**config.mk**
```make
export PLATFORM = sky130hd
export DESIGN_NAME = mul_sequencer
export DESIGN_NICKNAME = d
export VERILOG_FILES = /design/src/rtl/mul_sequencer.sv
export SDC_FILE = /design/constraint.sdc
export NUM_CORES = 1
export LEC_CHECK = 0
export ABC_AREA = 0
export BUFFER_PORTS_ARGS = -buffer_cell sky130_fd_sc_hd__buf_2
export CORE_MARGIN = 5
export CORE_UTILIZATION = 65
export DETAILED_ROUTE_END_ITERATION = 6
export GPL_TIMING_DRIVEN = 0
export PLACE_DENSITY = 0.94
export SYNTH_ARGS = -nofsm -noshare
export SYNTH_HDL_FRONTEND = slang
export SYNTH_SLANG_ARGS = --single-unit
```
**constraint.sdc**
```tcl
create_clock -name clk -period 11.6 [get_ports clk]
set_input_delay 1.16 -clock clk [delete_from_list [all_inputs] [get_ports clk]]
set_output_delay 1.16 -clock clk [all_outputs]
set_load 0.01 [all_outputs]
```
**src/rtl/mul_sequencer.sv**
```systemverilog
// Shift-add multiply sequencer: latches operands on a decode MUL start, iterates one multiplier
// bit per cycle while stalling the pipeline, and holds the product until writeback accepts it.
module mul_sequencer #(
   parameter int WIDTH      = 32,
   parameter bit EARLY_EXIT = 1'b1
) (
   input  logic             clk,
   input  logic             rst,
   input  logic             start,
   input  logic [WIDTH-1:0] op_a,
   input  logic [WIDTH-1:0] op_b,
   input  logic [3:0]       dest_in,
   input  logic             abort,
   input  logic             result_ready,
   output logic             busy,
   output logic             stall,
   output logic             result_valid,
   output logic [WIDTH-1:0] result_lo,
   output logic [WIDTH-1:0] result_hi,
   output logic [3:0]       dest_out,
   output logic             overflow
);
   localparam int CW = $clog2(WIDTH + 1);

   typedef enum logic [1:0] {IDLE, BUSY, DONE} state_t;

   state_t             state;
   logic [2*WIDTH-1:0] acc;
   logic [2*WIDTH-1:0] mcand;
   logic [WIDTH-1:0]   mplier;
   logic [CW-1:0]      count;

   logic [2*WIDTH-1:0] acc_next;
   logic [WIDTH-1:0]   mplier_next;
   logic               last_step;

   always_comb begin
      acc_next    = mplier[0] ? (acc + mcand) : acc;
      mplier_next = mplier >> 1;
      // Early exit looks at the multiplier after this step's shift, so a zero op_b still takes one step.
      last_step   = (count == CW'(WIDTH - 1)) || (EARLY_EXIT && (mplier_next == '0));
   end

   assign busy         = (state != IDLE);
   assign stall        = (state != IDLE);
   assign result_valid = (state == DONE);

   always_ff @(posedge clk or posedge rst) begin
      if (rst) begin
         state     <= IDLE;
         acc       <= '0;
         mcand     <= '0;
         mplier    <= '0;
         count     <= '0;
         result_lo <= '0;
         result_hi <= '0;
         dest_out  <= '0;
         overflow  <= 1'b0;
      end else if (abort) begin
         state <= IDLE;
      end else begin
         case (state)
            IDLE: begin
               if (start) begin
                  mcand    <= {{WIDTH{1'b0}}, op_a};
                  mplier   <= op_b;
                  acc      <= '0;
                  count    <= '0;
                  dest_out <= dest_in;
                  state    <= BUSY;
               end
            end
            BUSY: begin
               acc    <= acc_next;
               mcand  <= mcand << 1;
               mplier <= mplier_next;
               count  <= count + CW'(1);
               if (last_step) begin
                  result_lo <= acc_next[WIDTH-1:0];
                  result_hi <= acc_next[2*WIDTH-1:WIDTH];
                  overflow  <= |acc_next[2*WIDTH-1:WIDTH];
                  state     <= DONE;
               end
            end
            DONE: begin
               if (result_ready) state <= IDLE;
            end
            default: state <= IDLE;
         endcase
      end
   end
endmodule

```
# Word level (Yosys, flattened, before mapping)
# Cells that the tools add are included.
[op_classes]
eq_ne = 7
bitwise_logic = 1
addsub = 2
n_reduce_logical = 10
n_mux = 14
[ops]
columns = ["cell", "n"]
rows = [
  ["case mux 64 bit (2 select lines)", 2],
  ["two-way mux 64 bit", 3],
  ["adder 64 bit", 1],
  ["case mux 32 bit (2 select lines)", 1],
  ["logical NOT 32 bit", 1],
  ["two-way mux 32 bit", 1],
  ["OR reduction 32 bit", 1],
  ["case mux 6 bit (2 select lines)", 1],
  ["AND reduction 3 bit", 4],
  ["!= test 3 bit (second input constant)", 3],
  ["two-way mux 2 bit", 4],
  ["adder 6 x 1 -> 6 bit (second input constant)", 1],
  ["equality test 6 x 5 -> 1 bit (second input constant)", 1],
  ["two-way mux 6 bit", 1],
  ["case mux 2 bit (3 select lines)", 1],
  ["nonzero test 2 bit", 2],
  ["equality test 2 x 1 -> 1 bit (second input constant)", 1],
  ["equality test 2 bit (second input constant)", 1],
  ["logical NOT 2 bit", 1],
  ["!= test 2 bit (second input constant)", 1],
  ["logical OR 1 bit", 1],
  ["NOT 1 bit", 1],
]
[word_totals]
regBits = 237
elab_cells = 43
out_inout_bits = 72

# Longest topological paths before layout
[depth]
word_depth = 5
mapped_depth = 15

# Least setup slack after synthesis
# No wires, ideal clock.
[synth_timing]
path_kind = "register to register"
startpoint = "register acc[0]"
endpoint = "register overflow"
stages_incl_launch_ff = 16
required_ns = 11.470
t_arrival_ns = 3.166
slack_ns = 8.304
path_buffers = 0
path_cell_list = "dfrtp_1 ha_1 inv_1 fa_1 nor2b_1 o2111ai_2 a211oi_2 o31ai_2 a22o_1 o21ai_2 a221oi_2 o21ai_1 xor2_1 mux2_2 nor4b_2 a21oi_1"
[synth_between]
elab_chain_len = 3
[synth_rtl]
columns = ["element", "line_no", "source"]
rows = [
  ["start: declaration", "28", "logic [2*WIDTH-1:0] acc;"],
  ["start signal: assignment", "74", "acc <= acc_next;"],
  ["adder 64 bit", "38", "acc_next = mplier[0] ? (acc + mcand) : acc;"],
  ["two-way mux 64 bit", "38", ""],
  ["OR reduction 32 bit", "81", "overflow <= |acc_next[2*WIDTH-1:WIDTH];"],
  ["end signal: assignment", "81", ""],
  ["end: declaration", "21", "output logic overflow"],
]
# No other way between the ends.
# A chain may end at the register's enable or synchronous reset.

# Worst setup path in the final report
[layout_timing]
startpoint = "register mcand[1]"
endpoint = "register overflow"
[layout_between]
elab_chain_len = 3
[layout_rtl]
columns = ["element", "line_no", "source"]
rows = [
  ["start: declaration", "29", "logic [2*WIDTH-1:0] mcand;"],
  ["start signal: assignment", "65", "mcand <= {{WIDTH{1'b0}}, op_a};"],
  ["start signal: assignment", "75", "mcand <= mcand << 1;"],
  ["adder 64 bit", "38", ""],
  ["two-way mux 64 bit", "38", ""],
  ["OR reduction 32 bit", "81", ""],
]
# No other way between the ends.

==> flow_metrics.py <==
metrics = {
    "timing": {
        "timing.final.hold_violations": 0,
        "worst_slew_margin_rel_pct": 1.887,
        "report.final.slew_viol_count": 0,
        "worst-slew-pin-transition_ns": 1.453,
        "timing.final.crit_share_pct": 42.36,
        "timing.fmax_mhz": 203.5,
        "fin_setup_tns_ns": 0,
        "timing.clock.skew_ns": 0.01356,
        "finalCriticalPeriod_ns": 4.914,
        "final-setup-viol-count": 0,
        "setup_repair_after_global_routing_missed_its_margin": "no",
    },
    "run_status": {
        "run_status": "finished with violations",
        "violated_checks": "DRC, capacitance limit",
    },
    "synth": {
        "netlist.area_leader.share_pct": 40.92,
        "synth_enable_flop_cells": 0,
        "synth_flop_cell": "sky130_fd_sc_hd__dfrtp_1",
        "ys_types": 82,
        "synth_warnings": 0,
        "synth_top_cell_by_area": "sky130_fd_sc_hd__dfrtp_1",
        "postSynth.asyncResetShare_pct": 100.0,
        "yosys-top-cells-area": "sky130_fd_sc_hd__dfrtp_1, sky130_fd_sc_hd__o21ai_0, sky130_fd_sc_hd__mux2i_1, sky130_fd_sc_hd__nand2_1, sky130_fd_sc_hd__ha_1",
        "sequential_area_share_after_synthesis_pct": 40.92,
        "synthesis.area_per_instance_um2": 9.086,
        "postSynthCellCount": 1595,
        "syn-num-nets": 1733,
        "total_standard_cell_area_after_synthesis_um2": 14490,
        "ys_ff_latch": 237,
    },
    "cts": {
        "h-tree-depth": 1,
        "worstSkewPairLatency_ns": 0.56,
        "cts_tree": "yes",
        "post_cts.repair.setup_buffers": 0,
        "longest_clk_path_bufs": 3,
        "hold_buffers": 0,
        "ctsResizeCount": 0,
        "clk_pin_slew_ns": 0.07,
        "cts_inserted_buffers": 25,
        "clk_root_buffer_cell": "sky130_fd_sc_hd__clkbuf_16",
        "clock-sinks": 237,
    },
    "grt": {
        "pin_count_of_the_biggest_net_entering_global_routing": 136,
        "number_of_global_route_vias_before_repair": 14149,
        "global_route_wire_length_before_repair_um": 79980,
        "grt_overflow": 0,
        "grt.total_usage_pct": 38.97,
        "antenna_found_initial": 0,
    },
    "setup_path": {
        "cpPeakStageDelay_ns": 1.27,
        "required_ns": 12.08,
        "crit_chain": "ha_1 -> a211oi_1 -> o21bai_1 -> o211ai_1 -> a311oi_1 -> nor2_1 -> o21bai_1 -> o311ai_0 -> nor2_1 -> nand4_1 -> nor4b_2 -> a21oi_1",
        "crit_arrival_ns": 5.39,
        "cp-start-kind": "flop",
        "worstSetupPathType": "flop to flop",
        "cp_slowest_cell": "sky130_fd_sc_hd__o311ai_0",
        "cp-end-kind": "flop",
        "cp_max_fo": 7,
    },
    "final_layout": {
        "ff_latch_area_um2": 5931,
        "finalCoreUtilization_pct": 75.32,
        "finish.cell_count_without_fillers": 2068,
        "area.growth.synth_to_final_pct": 13.77,
        "postLayoutCellArea_um2": 16490,
        "multi_input_area_um2": 8080,
        "filler_cell_count": 1456,
        "final_common_cell": "sky130_fd_sc_hd__nand2_1",
        "layout_common_cells": "sky130_fd_sc_hd__nand2_1, sky130_fd_sc_hd__dfrtp_1, sky130_fd_sc_hd__o21ai_0",
        "nNetsFinal": 1906,
        "post_route_cells_drive_above_1_share_pct": 14.77,
    },
    "placed_design": {
        "placed_cells_incl_taps": 2021,
        "hpwl_um": 36370,
        "dpl-instance-area_um2": 15610,
        "placer_congestion": 0.9786,
        "portBuffers": 144,
    },
    "detailed_routing": {
        "residual_drc_count": 1,
        "drt_first_pass_iters": 7,
        "detail-route-antenna-nets": 0,
        "via_density_per_instance": 6.924,
        "post_drt_wl_per_cell_um": 24.86,
        "starting_drc_count_in_detailed_routing": 1599,
        "drt-total-wl_um": 51410,
        "via_count": 14318,
    },
    "power_and_ir_drop": {
        "total_switching_power_uw": 784.4,
        "pwr-share-seq_pct": 40.7,
        "power_leakage_nw": 7.674,
        "worst_ir_drop_vdd_uv": 147.4,
        "power_report.internal_total_mw": 1.564,
        "portion_of_total_power_attributed_to_combinational_logic_pct": 22.9,
        "pwr-share-clk_pct": 36.4,
        "power.density_cell_area_nw_per_um2": 142.5,
        "netSwitchingFraction_pct": 33.40,
    },
    "floorplan": {
        "die_height_um": 159.3,
        "core-area_um2": 21890,
        "initial_core_util_pct": 66.20,
        "placement_rows": 54,
        "floorplan.die_area_um2": 25380,
        "top_level_ports": 145,
        "die_w_um": 159.3,
    },
    "hold_path": {
        "min_path_type": "flop to flop",
    },
    "job": {
        "max-cap-violations": 1,
    },
}
==> flip-flops by register name, indices dropped and copies added, names as in the netlist <==
register	count
acc	64
count	6
dest_out	4
mcand	64
mplier	32
overflow	1
result_hi	32
result_lo	32
state	2
==> worst max-delay path: cells and delay by family, from the launching register on <==
family          cells  cell delay [ns]
simple gates        4             1.27
flops               1             0.44
compound gates      7             2.79
fa+ha+maj           1             0.32
==> cells in the mapped netlist (all sizes together) (27+ instances only) <==
master  count
clkbuf     64
mux2i     106
xnor2      27
nand4      31
a21oi     100
dfrtp     237
o21ai     227
ha         64
nand2     250
a22o       65
inv        29
nor2       82
==> power by group through the flow <==
stage,clock [mW],combinational [mW],sequential [mW]
after floorplan,0,0.363,0.943
after global placement,0,0.479,0.958
after detailed placement,0,0.505,0.963
after CTS,0.849,0.522,0.952
after global routing,0.890,0.575,0.962
final,0.855,0.538,0.956
==> worst paths after layout <==
| check | startpoint | endpoint | slack, ns | depth (start not counted) |
|---|---|---|---|---|
| hold reg to reg | result_hi[21] | result_hi[21] | 0.47 | 2 |
| hold / removal | result_hi[21] | result_hi[21] | 0.47 | 2 |
| min in group asynchronous | rst | mcand[26] | 0.73 | 2 |
| setup / recovery | mcand[1] | overflow | 6.69 | 12 |
| max in group asynchronous | rst | count[3] | 9.70 | 3 |
| setup reg to reg | mcand[1] | overflow | 6.69 | 12 |
==> cells by family after synthesis <==
group	synth area share (%)
compound gates	22.90
xor+xnor	3.143
fa+ha+maj	5.663
buf+inv	3.402
flops	40.92
mux	8.875
simple gates	15.09
==> per-layer routing <==
layer,up-vias,global-route usage [%],part of all wire [%]
li1,6182,-,-
met1,6896,51.39,38
met2,1019,61.67,45
met3,221,8.801,11
met4,0,17.88,5.6
met5,-,0,0
==> cell type report <==
class / instances / share of cell area [%]
diodes: 1 / 0.01518
plain buffers: 89 / 2.330
clock buffers: 35 / 4.447
clock inverters: 11 / 0.8196
inverters: 29 / 0.7057
multi-input cells: 1240 / 49.01
flip-flops and latches: 237 / 35.97
well taps: 280 / 2.125
repair buffers: 146 / 4.583
==> stage by stage <==
step           total power [mW]  setup slack [ns]  hold slack [ns]
2_1_floorplan             1.306             3.937           0.4626
3_3_place_gp              1.436             1.639           0.4557
3_5_place_dp              1.467             7.004           0.4648
4_1_cts                   2.323             7.000           0.4789
5_1_grt                   2.427             6.780           0.4985
6_report                  2.349             6.686           0.4718
(Power assumes the default switching activity.)
